--- config.mk ---
export PLATFORM = sky130hd
export DESIGN_NAME = inst_fetch_queue_flat
export DESIGN_NICKNAME = d
export VERILOG_FILES = /design/src/rtl/inst_fetch_queue_if.sv /design/src/rtl/inst_fetch_queue.sv /design/src/flat_wrapper.sv
export SDC_FILE = /design/constraint.sdc
export NUM_CORES = 1
export LEC_CHECK = 0
export CAP_MARGIN = 20
export CORE_UTILIZATION = 50
export CTS_CLUSTER_SIZE = 10
export DETAILED_ROUTE_END_ITERATION = 12
export HOLD_SLACK_MARGIN = 0.02
export PLACE_DENSITY = 0.74
export SYNTH_ARGS = -nofsm -noshare
export SYNTH_HDL_FRONTEND = slang
export SYNTH_SLANG_ARGS = --single-unit
--- constraint.sdc ---
create_clock -name ACLK -period 6.6 [get_ports ACLK]
set_input_delay 0.66 -clock ACLK [delete_from_list [all_inputs] [get_ports ACLK]]
set_output_delay 0.66 -clock ACLK [all_outputs]
set_load 0.01 [all_outputs]
--- src/rtl/inst_fetch_queue_if.sv ---
// Bundle of the fetch stage's control, memory read port and decode-side signals.
//
// Handshakes:
//   memory : mem_en/mem_addr form a request that stays asserted and stable until
//            the cycle mem_valid is sampled high; mem_valid with mem_rdata is the
//            single-cycle response. One request is outstanding at a time.
//   decode : inst_valid is "valid", ~stall_global is "ready"; the head entry
//            transfers on any clock edge where both are high, and inst/inst_pc
//            stay stable while valid is high and ready is low.
interface inst_fetch_queue_if #(
  parameter int ADDR_W = 64,
  parameter int INST_W = 32,
  parameter int DATA_W = 64,
  parameter int DEPTH  = 4
);
  logic                         ce;
  logic                         stall_global;
  logic                         redirect_valid;
  logic [ADDR_W-1:0]            redirect_pc;
  logic                         mem_en;
  logic [ADDR_W-1:0]            mem_addr;
  logic                         mem_valid;
  logic [DATA_W-1:0]            mem_rdata;
  logic                         inst_valid;
  logic [INST_W-1:0]            inst;
  logic [ADDR_W-1:0]            inst_pc;
  logic                         stall_from_inst_if;
  logic [$clog2(DEPTH+1)-1:0]   occupancy;

  // Fetch stage side.
  modport master (
    input  ce, stall_global, redirect_valid, redirect_pc, mem_valid, mem_rdata,
    output mem_en, mem_addr, inst_valid, inst, inst_pc, stall_from_inst_if, occupancy
  );

  // Environment side (PC/branch logic, memory, decode).
  modport slave (
    output ce, stall_global, redirect_valid, redirect_pc, mem_valid, mem_rdata,
    input  mem_en, mem_addr, inst_valid, inst, inst_pc, stall_from_inst_if, occupancy
  );
endinterface

--- src/rtl/inst_fetch_queue.sv ---
// Instruction fetch stage: issues sequential reads, buffers returned
// instructions with their PCs in a DEPTH-entry FIFO, and presents the head to
// decode. Redirect flushes the FIFO and drains any read still in flight.
module inst_fetch_queue #(
  parameter int          ADDR_W   = 64,
  parameter int          INST_W   = 32,
  parameter int          DATA_W   = 64,
  parameter int          DEPTH    = 4,
  parameter logic [63:0] RESET_PC = 64'h8000_0000
) (
  input  logic                 ACLK,
  input  logic                 ARESET,
  inst_fetch_queue_if.master   bus,
  output logic [1:0]           state_dbg
);

  localparam int OFF_W = $clog2(INST_W / 8);
  localparam int PTR_W = $clog2(DEPTH);
  localparam int CNT_W = $clog2(DEPTH + 1);
  localparam logic [ADDR_W-1:0] PC_INC     = ADDR_W'(INST_W / 8);
  localparam logic [ADDR_W-1:0] ALIGN_MASK = ~ADDR_W'((INST_W / 8) - 1);

  typedef enum logic [1:0] {
    S_IDLE  = 2'd0,
    S_WAIT  = 2'd1,
    S_DRAIN = 2'd2
  } state_t;

  state_t            state, state_n;
  logic [ADDR_W-1:0] fetch_pc, fetch_pc_n;
  logic              mem_en_q, mem_en_n;
  logic [ADDR_W-1:0] mem_addr_q, mem_addr_n;
  logic [PTR_W-1:0]  wr_ptr, rd_ptr;
  logic [CNT_W-1:0]  count, count_next;
  logic              push, pop, inst_valid;
  logic [INST_W-1:0] lane;
  logic [ADDR_W-1:0] redir_pc;

  logic [INST_W-1:0] inst_mem [DEPTH];
  logic [ADDR_W-1:0] pc_mem   [DEPTH];

  // FIFO control and fetch FSM next-state; redirect overrides issue, push and pop.
  always_comb begin
    state_n    = state;
    fetch_pc_n = fetch_pc;
    mem_en_n   = mem_en_q;
    mem_addr_n = mem_addr_q;
    redir_pc   = bus.redirect_pc & ALIGN_MASK;
    lane       = bus.mem_rdata[INST_W-1:0];
    if (DATA_W == 2 * INST_W) begin
      lane = fetch_pc[OFF_W] ? bus.mem_rdata[DATA_W-1 -: INST_W] : bus.mem_rdata[INST_W-1:0];
    end
    pop        = inst_valid && !bus.stall_global && !bus.redirect_valid;
    push       = (state == S_WAIT) && bus.mem_valid && !bus.redirect_valid;
    count_next = count + CNT_W'(push) - CNT_W'(pop);

    case (state)
      S_IDLE: begin
        if (bus.redirect_valid) begin
          fetch_pc_n = redir_pc;
        end else if (bus.ce && (count < CNT_W'(DEPTH))) begin
          // Reserving the slot here is what keeps a later push from overflowing.
          mem_en_n   = 1'b1;
          mem_addr_n = fetch_pc;
          state_n    = S_WAIT;
        end
      end
      S_WAIT: begin
        if (bus.redirect_valid) begin
          fetch_pc_n = redir_pc;
          if (bus.mem_valid) begin
            mem_en_n = 1'b0;
            state_n  = S_IDLE;
          end else begin
            state_n  = S_DRAIN;
          end
        end else if (bus.mem_valid) begin
          fetch_pc_n = fetch_pc + PC_INC;
          if (bus.ce && (count_next < CNT_W'(DEPTH))) begin
            mem_addr_n = fetch_pc + PC_INC;
          end else begin
            mem_en_n = 1'b0;
            state_n  = S_IDLE;
          end
        end
      end
      S_DRAIN: begin
        // The stale read must still complete; its data is dropped.
        if (bus.redirect_valid) begin
          fetch_pc_n = redir_pc;
        end
        if (bus.mem_valid) begin
          mem_en_n = 1'b0;
          state_n  = S_IDLE;
        end
      end
      default: begin
        state_n  = S_IDLE;
        mem_en_n = 1'b0;
      end
    endcase
  end

  // State, request, pointer and count registers.
  always_ff @(posedge ACLK or posedge ARESET) begin
    if (ARESET) begin
      state      <= S_IDLE;
      fetch_pc   <= ADDR_W'(RESET_PC);
      mem_en_q   <= 1'b0;
      mem_addr_q <= '0;
      wr_ptr     <= '0;
      rd_ptr     <= '0;
      count      <= '0;
    end else begin
      state      <= state_n;
      fetch_pc   <= fetch_pc_n;
      mem_en_q   <= mem_en_n;
      mem_addr_q <= mem_addr_n;
      if (bus.redirect_valid) begin
        wr_ptr <= '0;
        rd_ptr <= '0;
        count  <= '0;
      end else begin
        if (push) wr_ptr <= wr_ptr + PTR_W'(1);
        if (pop)  rd_ptr <= rd_ptr + PTR_W'(1);
        count <= count_next;
      end
    end
  end

  // FIFO storage write; contents are qualified by count so need no reset.
  always_ff @(posedge ACLK) begin
    if (push) begin
      inst_mem[wr_ptr] <= lane;
      pc_mem[wr_ptr]   <= fetch_pc;
    end
  end

  assign inst_valid             = (count != '0);
  assign bus.inst_valid         = inst_valid;
  assign bus.inst               = inst_valid ? inst_mem[rd_ptr] : '0;
  assign bus.inst_pc            = inst_valid ? pc_mem[rd_ptr] : '0;
  assign bus.mem_en             = mem_en_q;
  assign bus.mem_addr           = mem_addr_q;
  assign bus.occupancy          = count;
  assign bus.stall_from_inst_if = bus.ce & ~inst_valid & ~ARESET;
  assign state_dbg              = state;

endmodule

--- src/flat_wrapper.sv ---
// flat-port wrapper written by rule: the top's interface ports become plain ports
module inst_fetch_queue_flat 
#(
  parameter int          ADDR_W   = 64,
  parameter int          INST_W   = 32,
  parameter int          DATA_W   = 64,
  parameter int          DEPTH    = 4,
  parameter logic [63:0] RESET_PC = 64'h8000_0000
)
  (ACLK, ARESET, state_dbg, bus_ce, bus_stall_global, bus_redirect_valid, bus_redirect_pc, bus_mem_valid, bus_mem_rdata, bus_mem_en, bus_mem_addr, bus_inst_valid, bus_inst, bus_inst_pc, bus_stall_from_inst_if, bus_occupancy);
  inst_fetch_queue_if #(.ADDR_W(ADDR_W), .INST_W(INST_W), .DATA_W(DATA_W), .DEPTH(DEPTH)) bus_i ();
  input  logic ACLK;
  input  logic ARESET;
  output logic [1:0] state_dbg;
  input wire logic [$bits(bus_i.ce)-1:0] bus_ce;
  input wire logic [$bits(bus_i.stall_global)-1:0] bus_stall_global;
  input wire logic [$bits(bus_i.redirect_valid)-1:0] bus_redirect_valid;
  input wire logic [$bits(bus_i.redirect_pc)-1:0] bus_redirect_pc;
  input wire logic [$bits(bus_i.mem_valid)-1:0] bus_mem_valid;
  input wire logic [$bits(bus_i.mem_rdata)-1:0] bus_mem_rdata;
  output wire logic [$bits(bus_i.mem_en)-1:0] bus_mem_en;
  output wire logic [$bits(bus_i.mem_addr)-1:0] bus_mem_addr;
  output wire logic [$bits(bus_i.inst_valid)-1:0] bus_inst_valid;
  output wire logic [$bits(bus_i.inst)-1:0] bus_inst;
  output wire logic [$bits(bus_i.inst_pc)-1:0] bus_inst_pc;
  output wire logic [$bits(bus_i.stall_from_inst_if)-1:0] bus_stall_from_inst_if;
  output wire logic [$bits(bus_i.occupancy)-1:0] bus_occupancy;
  assign bus_i.ce = bus_ce;
  assign bus_i.stall_global = bus_stall_global;
  assign bus_i.redirect_valid = bus_redirect_valid;
  assign bus_i.redirect_pc = bus_redirect_pc;
  assign bus_i.mem_valid = bus_mem_valid;
  assign bus_i.mem_rdata = bus_mem_rdata;
  assign bus_mem_en = bus_i.mem_en;
  assign bus_mem_addr = bus_i.mem_addr;
  assign bus_inst_valid = bus_i.inst_valid;
  assign bus_inst = bus_i.inst;
  assign bus_inst_pc = bus_i.inst_pc;
  assign bus_stall_from_inst_if = bus_i.stall_from_inst_if;
  assign bus_occupancy = bus_i.occupancy;
  inst_fetch_queue #(.ADDR_W(ADDR_W), .INST_W(INST_W), .DATA_W(DATA_W), .DEPTH(DEPTH), .RESET_PC(RESET_PC)) u_core (.ACLK(ACLK), .ARESET(ARESET), .bus(bus_i), .state_dbg(state_dbg));
endmodule
======== Word level (Yosys, flattened, before mapping) ========
Memory sizes are Yosys's and may differ from the RTL's.
Cells that the tools add are included.
storage, ports and cells
  input bits .............................. 134
  bits in writable memories ............... 384
  output and inout port bits .............. 168
  memories kept ........................... 2
  register bits after elaboration ......... 138
  logic and storage cells ................. 85
cells by class
  magnitude comparators ................... 2
  mux-type cells .......................... 35
  add/sub/neg operators ................... 5
  reduce and logical (&&, ||, !) cells .... 19
  equality and inequality tests ........... 11
  bitwise logic cells ..................... 4
memories
  memory           depth  width  rd ports  clocked after Yosys merged registers in  write ports  RTL line                text
  u_core.pc_mem    4      64     1         0                                        1            inst_fetch_queue.sv:40  logic [ADDR_W-1:0] pc_mem [DEPTH];
  u_core.inst_mem  4      32     1         0                                        1            inst_fetch_queue.sv:39  logic [INST_W-1:0] inst_mem [DEPTH];
operators by type and width
  operator                                                                  count
  64-bit 2-to-1 mux                                                         9
  64-bit case mux with 2 select lines                                       2
  64-bit by 3-bit adder with 64-bit output (second input constant)          1
  32-bit 2-to-1 mux                                                         2
  2-bit 2-to-1 mux                                                          11
  2-bit inequality test (second input constant)                             5
  1-bit 2-to-1 mux                                                          8
  2-bit nonzero test                                                        4
  1-bit logical AND                                                         6
  3-bit less-than comparator (second input constant)                        2
  3-bit inequality test (second input constant)                             2
  2-bit case mux with 3 select lines                                        1
  6-bit AND reduction                                                       1
  5-bit AND reduction                                                       1
  2-bit by 1-bit adder with 2-bit output (second input constant)            2
  2-bit by 1-bit inequality test with 1-bit output (second input constant)  2
  4-bit AND reduction                                                       1
  3-bit by 1-bit adder with 3-bit output                                    1
  3-bit 2-to-1 mux                                                          1
  1-bit case mux with 3 select lines                                        1
  3-bit AND reduction                                                       1
  3-bit nonzero test                                                        1
  3-bit by 1-bit subtractor with 3-bit output                               1
  1-bit AND                                                                 2
  other kinds (6)                                                           8

======== Logic depth before layout (Yosys ltp) ========
Gate-level depths: netlist of the first run.
  word-level depth ........................ 11
  gate-level depth with buffers ........... 14
  depth with buffers taken out ............ 13

======== Worst setup path after synthesis of the first run ========
OpenSTA, ideal clock, no wires.
  path kind ............................... input port to output port
  start point ............................. input ARESET
  end point ............................... output bus_stall_from_inst_if
  buffers on the path ..................... 0
  slack ................................... 1.987 ns
  arrival ................................. 3.953 ns
  data required time ...................... 5.940 ns
  stages .................................. 2
  cell sequence ........................... inv_1 -> and3_1
between the ends
  word-level cells in the longest chain between the ends .. 2
ends and longest elaborated chain
  what                RTL line                 text
  start: declaration  flat_wrapper.sv:13       input logic ARESET;
  1-bit inverter      inst_fetch_queue.sv:146  assign bus.stall_from_inst_if = bus.ce & ~inst_valid & ~ARESET;
  1-bit AND           inst_fetch_queue.sv:146
  end: declaration    flat_wrapper.sv:26       output wire logic [$bits(bus_i.stall_from_inst_if)-1:0] bus_stall_from_inst_if;
Every way passes these cells.

======== Worst setup path after layout of the first run ========
  start point ............................. register u_core.rd_ptr[1]
  end point ............................... output bus_inst_pc[43]
between the ends
  word-level cells in the longest chain between the ends .. 2
ends and longest elaborated chain
  what                      RTL line                 text
  start: declaration        inst_fetch_queue.sv:33   logic [PTR_W-1:0] wr_ptr, rd_ptr;
  start signal: assignment  inst_fetch_queue.sv:125  if (pop) rd_ptr <= rd_ptr + PTR_W'(1);
  memory read 4 x 64 bit    n/a
  64-bit 2-to-1 mux         inst_fetch_queue.sv:142  assign bus.inst_pc = inst_valid ? pc_mem[rd_ptr] : '0;
  end: declaration          flat_wrapper.sv:25       output wire logic [$bits(bus_i.inst_pc)-1:0] bus_inst_pc;
Every way passes these cells.

==> results of run 1 <==
-- flip-flops by register name, summed over array words and instances, names as in the netlist --
register,count
u_core.bus.mem_addr,62
u_core.rd_ptr,2
u_core.state_dbg,2
u_core.inst_mem,128
u_core.wr_ptr,2
u_core.bus.mem_en,1
u_core.pc_mem,248
u_core.fetch_pc,62
u_core.bus.occupancy,3
-- cell usage in the layout (no fill, tap or decap), types with 45 or more instances in the layout --
master	instances
edfxtp_1	376
clkdlybuf4s50_1	295
nor2_1	151
a21oi_1	133
dfrtp_1	130
and2_1	99
mux4_2	94
nand2_1	73
clkbuf_16	57
xnor2_1	51
nor3_1	45
-- metrics by stage --
| step | worst slack [ns] | hold slack [ns] | area [um^2] | total power (W) |
|---|---|---|---|---|
| after detailed placement | 2.000 | 0.5237 | 26130 | 0.007523 |
| after global placement | 2.141 | 0.5097 | 26130 | 0.007446 |
| after global routing | 2.237 | 0.5536 | 27800 | 0.01079 |
| final | 2.407 | 0.5235 | 27810 | 0.01034 |
| after CTS | 2.418 | 0.5346 | 27800 | 0.01040 |
| after floorplan | 1.987 | 0.4710 | 22740 | 0.006030 |
-- cells by family (layout without fill, tap and decap cells) --
kind of cell	count (synthesis)	in the layout
AOI/OAI and AO/OA	254	254
xor gates and xnor gates	65	65
adders and majority gates	8	8
buffers and inverters	146	443
DFF	510	510
muxes	128	128
other	1	6
and+or+nand+nor	519	519
-- cell type report --
| cell class | instances | area (um^2) |
|---|---|---|
| Antenna cell | 2 | 5.005 |
| Inverter | 19 | 76.32 |
| Timing Repair Buffer | 317 | 3131 |
| Sequential cell | 510 | 14650 |
| Clock buffer | 104 | 1633 |
| Clock inverter | 3 | 37.54 |
| Tap cell | 592 | 740.7 |
| Fill cell | 3298 | 16700 |
| Multi-Input combinational cell | 978 | 7530 |
-- worst paths after layout --
path	from	endpoint	slack (ns)	cells after the start
worst min register to register	u_core.bus.mem_addr[57]	u_core.bus.mem_addr[57]	0.53	2
worst min-delay path	ARESET	u_core.bus.mem_addr[32]	0.52	2
worst max register to register	u_core.state_dbg[0]	u_core.bus.mem_addr[9]	2.90	11
worst max-delay path	u_core.rd_ptr[1]	bus_inst_pc[43]	2.41	4
max in group asynchronous	ARESET	u_core.rd_ptr[1]	4.57	3
min in group ACLK	u_core.bus.mem_addr[57]	u_core.bus.mem_addr[57]	0.53	2
-- worst max-delay path, delay by kind of cell, from the launching register on --
kind                   cells  cell delay [ns]
buffers and inverters      2             1.13
flip-flops                 1             1.17
multiplexers               1             0.37
AND/OR/NAND/NOR            1             0.18
-- routing by layer --
layer / share of wire [%] / GRT usage (%) / vias up
met5: 0 / 0 / -
met4: 3.2 / 9.598 / 0
met3: 8.5 / 4.869 / 101
met2: 47 / 39.57 / 763
met1: 41 / 35.93 / 7532
li1: - / - / 6663
-- power groups by stage --
stage / Combinational (W) / Sequential, W / Clock [W]
after CTS: 0.00298 / 0.00450 / 0.00291
after global routing: 0.00316 / 0.00457 / 0.00305
after global placement: 0.00291 / 0.00453 / 0
final: 0.00295 / 0.00451 / 0.00288
after detailed placement: 0.00297 / 0.00456 / 0
after floorplan: 0.00170 / 0.00433 / 0
==> out/results.ini, run 1 <==
[outcome]
status = finished clean

[sta]
final-hold-violation-count = 0
slew_headroom_pct = 23.72
skew_ns = 0.01693
worstMarginPinSlew_ns = 1.144
setup_viol = 0
min_period_ns = 4.193
grt_setup_unrepaired = no
timing.final.max_slew_violations = 0
fmax_ghz = 0.2385
timing.final.crit_share_pct = 63.53
setup_tns_ns = 0

[grt]
overflow = 0
antenna_found_initial = 1
grt_max_degree = 96
grt_pass1_wl_mm = 89.48
grt_usage_pct = 25.50
grt_pass1_vias = 14792

[power_and_ir_drop]
p_leak_nw = 9.121
p_switching_w = 0.003221
p_int_w = 0.007119
seq_power_share_pct = 43.7
swShare_pct = 31.15
pwr_density_cell_nw_per_um2 = 371.8
power_frac_clock_pct = 27.8
comb_power_share_pct = 28.5
ir_drop_v = 0.0002267

[routing]
first_pass_iters = 5
drt_iter0_markers = 1793
wl_mm = 58.75
ant_nets = 0
wl_per_cell_um = 23.27
route.detailed.drc = 0
dr_total_vias = 15059
viasPerCell = 5.964

[worst_setup_path]
slowest_stage = dfrtp_4
cp-start-kind = flop
critical_path_peak_fanout = 68
cp-end-kind = output pin
cp_data_required_time_ns = 5.94
worstPathCellList = buf_4 > mux4_2 > and2_1 > clkdlybuf4s50_1
path_class = flop to output pin
cp.arrival_ns = 3.53
critPathMaxStageDelay_ns = 1.17

[finish]
fin_cells = 2525
final_util_pct = 62.47
drive_above_1_share_pct = 13.15
fin_nets = 2025
areaGrowthSynthToFinish_pct = 22.33

[synthesis]
synthAdderAreaFrac_pct = 0.4734
yosysTopAreaCell = edfxtp_1
synth_edf_count = 376
synthDominantCellAreaShare_pct = 49.67
yosysWarnings = 0
synthTopCellsByCount = edfxtp_1, nor2_1, a21oi_1, dfrtp_1, and2_1
avgSynthCellArea_um2 = 13.94
ys_ff_latch = 510
synth-simple-area-share_pct = 12.21
synth_cell_types = 70
synth-xor-area-share_pct = 2.504
synth_top_family_by_area = simple AND/OR/NAND/NOR gates
synth-main-ff-cell = edfxtp_1
syn-cell-area_um2 = 22730
syn_inst = 1631
synth_most_common_cell = edfxtp_1
ys_seq_area_share_pct = 64.43
synth_compound_area_share_pct = 6.677
synthArstFlopShare_pct = 26.27
synthMuxAreaShare_pct = 10.99
synth_area_leaders = edfxtp_1, dfrtp_1, mux4_2

[clock_network]
numCtsBuffers = 57
clockRootBuffer = clkbuf_16
htreeDepth = 2
cts_tree = built
clock_latency_ns = 0.61
clk_pin_slew_ns = 0.06
cts_setup_buffers = 0
cts_sinks = 510
hold_buffers = 0
clk_path_buf_depth = 3
cts_resized = 0

[run]
maxCapViolCount = 0

[placement]
dp_hpwl_mm = 38.00
port_buffers = 295
gp_congestion = 0.8807
dp_cells = 2416

[die]
core-area_um2 = 44510
rows = 77
die_area_um2 = 46320
io_pins = 302
start_util_pct = 51.07
die_x_um = 215.2
die_h_um = 215.2

[worst_hold_path]
min_path_type = input pin to asynchronous set/reset pin

Power figures use the tool's default switching activity.
==> run 2, diff against run 1 <==
==> constraint.sdc (replaced) <==
create_clock -name ACLK -period 4.15 [get_ports ACLK]
set_input_delay 0.415 -clock ACLK [delete_from_list [all_inputs] [get_ports ACLK]]
set_output_delay 0.415 -clock ACLK [all_outputs]
set_load 0.01 [all_outputs]
==> run 2 against run 1 <==
Compared with the run above: setup slack lost 1.7 ns; via count grew 0.93%; highest routed layer is now met5; total power grew 61%; die area is the same; sequential power grew 57%; largest cell class unchanged; cell count grew 0.48%; final area grew 0.89%; clock skew grew 0.016 ns; utilization grew 0.55 points; clock power grew 61%; sequential share of layout area shrank 0.46 points.
==> out/results.ini, run 2 (synthesis results as in run 1) <==
[worst_setup_path]
cp-end-kind = output pin
cp-start-kind = flop
reg2reg_slack_ns = 0.78  ; -2.12 ns
worstPathCellList = nor3_1 > inv_2 > buf_12 > and2_1 > clkdlybuf4s50_1
crit_start = u_core.bus.occupancy[1]
cp.arrival_ns = 2.99  ; -0.54 ns
worstRegToRegCells = 14  ; +3
r2r_start = u_core.bus.occupancy[1]
crit_cells = 5  ; +1
path_class = flop to output pin
cp_data_required_time_ns = 3.73  ; -2.21 ns
slowest_stage = clkdlybuf4s50_1
critical_path_peak_fanout = 66  ; -2.9%
critPathMaxStageDelay_ns = 0.59  ; -0.58 ns
rr_endpoint = u_core.bus.mem_addr[21]
crit_family = buffers and inverters
path_buf_inv = 3  ; +1

[sta]
worstMarginPinSlew_ns = 0.7713  ; -0.3729 ns
min_period_ns = 3.400
slew_headroom_pct = 48.58  ; +25 points
timing.final.max_slew_violations = 0  ; unchanged
skew_ns = 0.03326  ; +0.01633 ns
grt_setup_unrepaired = no
fmax_ghz = 0.2941
setup_viol = 0  ; unchanged
setup_tns_ns = 0  ; unchanged
timing.final.crit_share_pct = 81.94
final-hold-violation-count = 0  ; unchanged

[clock_network]
cts_tree = built
clk_path_buf_depth = 3  ; unchanged
clk_pin_slew_ns = 0.06  ; about the same
hold_buffers = 0  ; unchanged
cts_resized = 0  ; unchanged
htreeDepth = 2  ; unchanged
numCtsBuffers = 58  ; +1.8%
clockRootBuffer = clkbuf_16
cts_setup_buffers = 0  ; unchanged
clock_latency_ns = 0.63  ; +0.02 ns
cts_sinks = 510  ; unchanged

[placement]
dp_cells = 2426  ; +0.41%
dp_hpwl_mm = 38.17  ; +0.44%
port_buffers = 295  ; unchanged
gp_congestion = 0.8716  ; -1.0%

[outcome]
status = finished clean

[finish]
regMostFlops = u_core.pc_mem
fin_nets = 2036  ; +0.54%
areaGrowthSynthToFinish_pct = 23.41
drive_above_1_share_pct = 13.68  ; +0.53 points
largestRegisters = u_core.pc_mem (248), u_core.inst_mem (128)
fin_cells = 2537  ; +0.48%
final_common_cell = edfxtp_1
final_util_pct = 63.03  ; +0.55 points
largest_reg_flops = 248  ; unchanged
final_cell_mix = edfxtp_1, clkdlybuf4s50_1, nor2_1

[routing]
dr_total_vias = 15199  ; +0.93%
drt_iter0_markers = 1929  ; +7.6%
wl_per_cell_um = 23.64  ; +1.6%
wl_mm = 59.98  ; +2.1%
viasPerCell = 5.991  ; +0.45%
route.detailed.drc = 0  ; unchanged
first_pass_iters = 5  ; unchanged
ant_nets = 0  ; unchanged

[grt]
grt_pass1_wl_mm = 91.17  ; +1.9%
grt_max_degree = 125  ; +30%
antenna_found_initial = 3  ; +2
grt_pass1_vias = 15215  ; +2.9%
overflow = 0  ; unchanged
grt_usage_pct = 26.05  ; +0.55 points

[die]
die_h_um = 215.2  ; unchanged
io_pins = 302  ; unchanged
die_x_um = 215.2  ; unchanged
core-area_um2 = 44510  ; unchanged
rows = 77  ; unchanged
start_util_pct = 51.07  ; unchanged
die_area_um2 = 46320  ; unchanged

[power_and_ir_drop]
pwr_density_cell_nw_per_um2 = 592.3  ; +59%
ir_drop_v = 0.0004216  ; +86%
p_leak_nw = 9.225  ; +1.1%

[worst_hold_path]
min_path_type = input pin to asynchronous set/reset pin

[run]
maxCapViolCount = 0  ; unchanged

run 2: worst reg2reg max path, stage by stage (launching register included):
cell,delay [ns]
dfrtp_1,0.43
nor3_1,0.45
nor3_1,0.09
ha_1,0.29
inv_1,0.06
ha_1,0.13
inv_1,0.05
fa_1,0.37
xor2_1,0.16
xnor2_1,0.20
nand2_1,0.15
o21ai_4,0.17
buf_12,0.43
nor2_1,0.17
a21oi_1,0.17
run 2: worst max path at each step:
stage / endpoint / slack, ns
after global placement: u_core.bus.mem_addr[3] / 0.66
after CTS: bus_inst_pc[43] / 0.69
after floorplan: bus_stall_from_inst_if / 0.03
after global routing: u_core.bus.mem_addr[14] / 0.52
final: bus_inst_pc[43] / 0.75
after detailed placement: u_core.bus.mem_addr[17] / 0.57
run 2: through the flow:
| step | instance area [um^2] | hold WS (ns) | power, W | setup slack, ns |
|---|---|---|---|---|
| floorplan | 22740 | 0.4710 | 0.009590 | 0.02728 |
| global placement | 26330 | 0.5113 | 0.01193 | 0.6579 |
| detailed placement | 26330 | 0.5178 | 0.01205 | 0.5681 |
| CTS | 28050 | 0.1662 | 0.01673 | 0.6931 |
| global route | 28050 | 0.1947 | 0.01731 | 0.5228 |
| finish | 28050 | 0.1634 | 0.01662 | 0.7496 |
run 2: power breakdown:
group | leakage, nW | internal [W] | switching (W)
Clock | 0.817 | 0.00270 | 0.00196
Combinational | 3.53 | 0.00248 | 0.00241
Sequential | 4.87 | 0.00626 | 0.000811
Total | 9.22 | 0.0114 | 0.00518
run 2: layout make-up:
class,count,area [um^2]
well taps,592,740.7
diodes,1,2.502
repair buffers,327,3331
fillers,3301,16460
inverters,19,76.32
multi-input cells,978,7530
clock inverters,4,46.29
clock buffers,106,1673
flip-flops and latches,510,14650
run 2: layer usage:
layer	GRT usage (%)	wire [um]
met1	36.55	24510
met2	40.60	28190
met3	4.600	5064
met4	10.38	2210
met5	0	3
==> run 3, diff against run 2 <==
==> constraint.sdc (replaced) <==
create_clock -name ACLK -period 3.23 [get_ports ACLK]
set_input_delay 0.323 -clock ACLK [delete_from_list [all_inputs] [get_ports ACLK]]
set_output_delay 0.323 -clock ACLK [all_outputs]
set_load 0.01 [all_outputs]
==> run 3 against run 2 <==
Compared with the run above: hold slack improved by 0.11 ns; sequential share of layout area decreased by 0.59 points; critical endpoint is now bus_inst_pc[27]; first-iteration DRC count decreased by 16%; global-route usage decreased by 0.094 points; final area increased by 1.2%; count of clock-buffer cells in the layout decreased by 2; clock power increased by 25%; utilization increased by 0.73 points; critical path depth decreased by 1; die area unchanged.
==> out/results.ini, run 3 (synthesis results as in run 1) <==
[sta]
min_period_ns = 3.039
slew_headroom_pct = 40.90  ; -7.7 points
setup_viol = 0  ; unchanged
timing.final.max_slew_violations = 0  ; unchanged
final-hold-violation-count = 0  ; unchanged
timing.final.crit_share_pct = 94.10
worstMarginPinSlew_ns = 0.8864  ; +0.1151 ns
skew_ns = 0.02754  ; -0.005718 ns
hold_ws_ns = 0.2769  ; +0.1135 ns
grt_setup_unrepaired = yes
fmax_ghz = 0.3290

[worst_setup_path]
crit_start = u_core.rd_ptr[0]
critical_path_peak_fanout = 46  ; -30%
cp-end-kind = output pin
cp-start-kind = flop
cp.arrival_ns = 2.72  ; -0.27 ns
setup.worst_path.end = bus_inst_pc[27]
reg2reg_slack_ns = 0.22  ; -0.56 ns
worstRegToRegCells = 15  ; +1
path_class = flop to output pin
cp_data_required_time_ns = 2.91  ; -0.82 ns
r2r_start = u_core.bus.occupancy[2]
rr_endpoint = u_core.bus.mem_addr[11]

[finish]
areaGrowthSynthToFinish_pct = 24.83
regMostFlops = u_core.pc_mem
multiInputGateArea_um2 = 7537  ; about the same
final_cell_mix = edfxtp_1, clkdlybuf4s50_1, nor2_1
final_common_cell = edfxtp_1
largestRegisters = u_core.pc_mem (248), u_core.inst_mem (128)
largest_reg_flops = 248  ; unchanged
regArea_um2 = 14650  ; unchanged
fin_cells = 2561  ; +0.95%
n_fill_cell = 3237  ; -1.9%
drive_above_1_share_pct = 14.74  ; +1.1 points
fin_nets = 2060  ; +1.2%

[clock_network]
numCtsBuffers = 57  ; -1.7%
cts_tree = built
cts_sinks = 510  ; unchanged
clockRootBuffer = clkbuf_16
clk_path_buf_depth = 3  ; unchanged
hold_buffers = 0  ; unchanged
clk_pin_slew_ns = 0.06  ; about the same
clock_latency_ns = 0.61  ; -0.02 ns
htreeDepth = 2  ; unchanged

[die]
io_pins = 302  ; unchanged
die_area_um2 = 46320  ; unchanged
start_util_pct = 51.07  ; unchanged
die_x_um = 215.2  ; unchanged
die_h_um = 215.2  ; unchanged
core-area_um2 = 44510  ; unchanged
rows = 77  ; unchanged

[grt]
grt_pass1_vias = 15316  ; +0.66%
grt_pass1_wl_mm = 91.12  ; about the same
grt_usage_pct = 25.95  ; -0.094 points
grt_max_degree = 135  ; +8.0%
overflow = 0  ; unchanged
antenna_found_initial = 2  ; -1

[routing]
first_pass_iters = 6  ; +1
route.detailed.drc = 0  ; unchanged
dr_total_vias = 15385  ; +1.2%
wl_mm = 60.31  ; +0.55%
ant_nets = 0  ; unchanged
wl_per_cell_um = 23.55  ; -0.39%
drt_iter0_markers = 1626  ; -16%
viasPerCell = 6.007  ; +0.28%

[placement]
dp_cells = 2448  ; +0.91%
port_buffers = 295  ; unchanged
gp_congestion = 0.8932  ; +2.5%
dp_hpwl_mm = 39.70  ; +4.0%

[power_and_ir_drop]
pwr_density_cell_nw_per_um2 = 754.4  ; +27%
ir_drop_v = 0.0005059  ; +20%
p_leak_nw = 9.368  ; +1.6%

[worst_hold_path]
min_path_type = input pin to flop

[run]
maxCapViolCount = 0  ; unchanged

[outcome]
status = finished clean

[run 3: cell count changes in the layout (fill, tap and decap cells not counted), sizes merged]
cell | before | now
inv | 20 | 19
buf | 32 | 56
diode | 1 | 2
clkinvlp | 0 | 1
clkbuf | 106 | 105
[run 3: worst min-delay path by stage]
| stage | startpoint | to | slack (ns) | cells past startpoint |
|---|---|---|---|---|
| after global placement | u_core.bus.mem_addr[63] | u_core.bus.mem_addr[63] | 0.51 | 2 |
| after global routing | bus_redirect_pc[2] | u_core.fetch_pc[2] | 0.29 | 3 |
| after floorplan | bus_mem_valid | u_core.state_dbg[1] | 0.39 | 1 |
| final | bus_redirect_pc[2] | u_core.fetch_pc[2] | 0.28 | 3 |
| after detailed placement | u_core.bus.mem_addr[22] | u_core.bus.mem_addr[22] | 0.52 | 2 |
| after CTS | bus_redirect_pc[2] | u_core.fetch_pc[2] | 0.25 | 3 |
[run 3: routing by layer]
layer / up-vias / GRT usage [%] / routed length, um
li1: 6751 / - / -
met1: 7645 / 36.56 / 24670
met2: 844 / 40.44 / 28180
met3: 145 / 3.864 / 5024
met4: 0 / 11.21 / 2436
met5: - / 0 / 0
[run 3: report_power, final]
group / switching (W) / internal, W
Combinational: 0.00315 / 0.00334
Clock: 0.00248 / 0.00334
Sequential: 0.00106 / 0.00804
Total: 0.00669 / 0.0147
[run 3: cell type report]
| class | count | area share [%] |
|---|---|---|
| Multi-Input combinational cell | 978 | 26.56 |
| Sequential cell | 510 | 51.64 |
| Clock inverter | 4 | 0.1631 |
| Inverter | 19 | 0.2734 |
| Timing Repair Buffer | 352 | 13.05 |
| Tap cell | 592 | 2.610 |
| Antenna cell | 2 | 0.01764 |
| Clock buffer | 104 | 5.684 |
[run 3: timing repair]
action                     CTS  global route
setup buffers                0             2
setup endpoints to repair    0            84
gates resized for setup      0             5
[run 3: critical path, cell delays in order, from the launching register on]
cell and delay, ns:
dfrtp_4 0.44, buf_12 0.34, mux4_2 0.60, and2_1 0.21, clkdlybuf4s50_1 0.48
[run 3: metrics by stage]
step           setup TNS (ns)  instance area [um^2]  util (%)  setup WS (ns)  total power (W)
6_report                    0                 28380     63.75         0.1906          0.02141
5_1_grt              -0.01464                 28380     63.75      -0.008132          0.02228
4_1_cts                     0                 28300     63.59        0.03207          0.02146
3_5_place_dp          -0.5238                 26650     59.86       -0.06570          0.01561
3_3_place_gp                0                 26650     59.86        0.03965          0.01547
2_1_floorplan               0                 22750         -        0.06254          0.01232
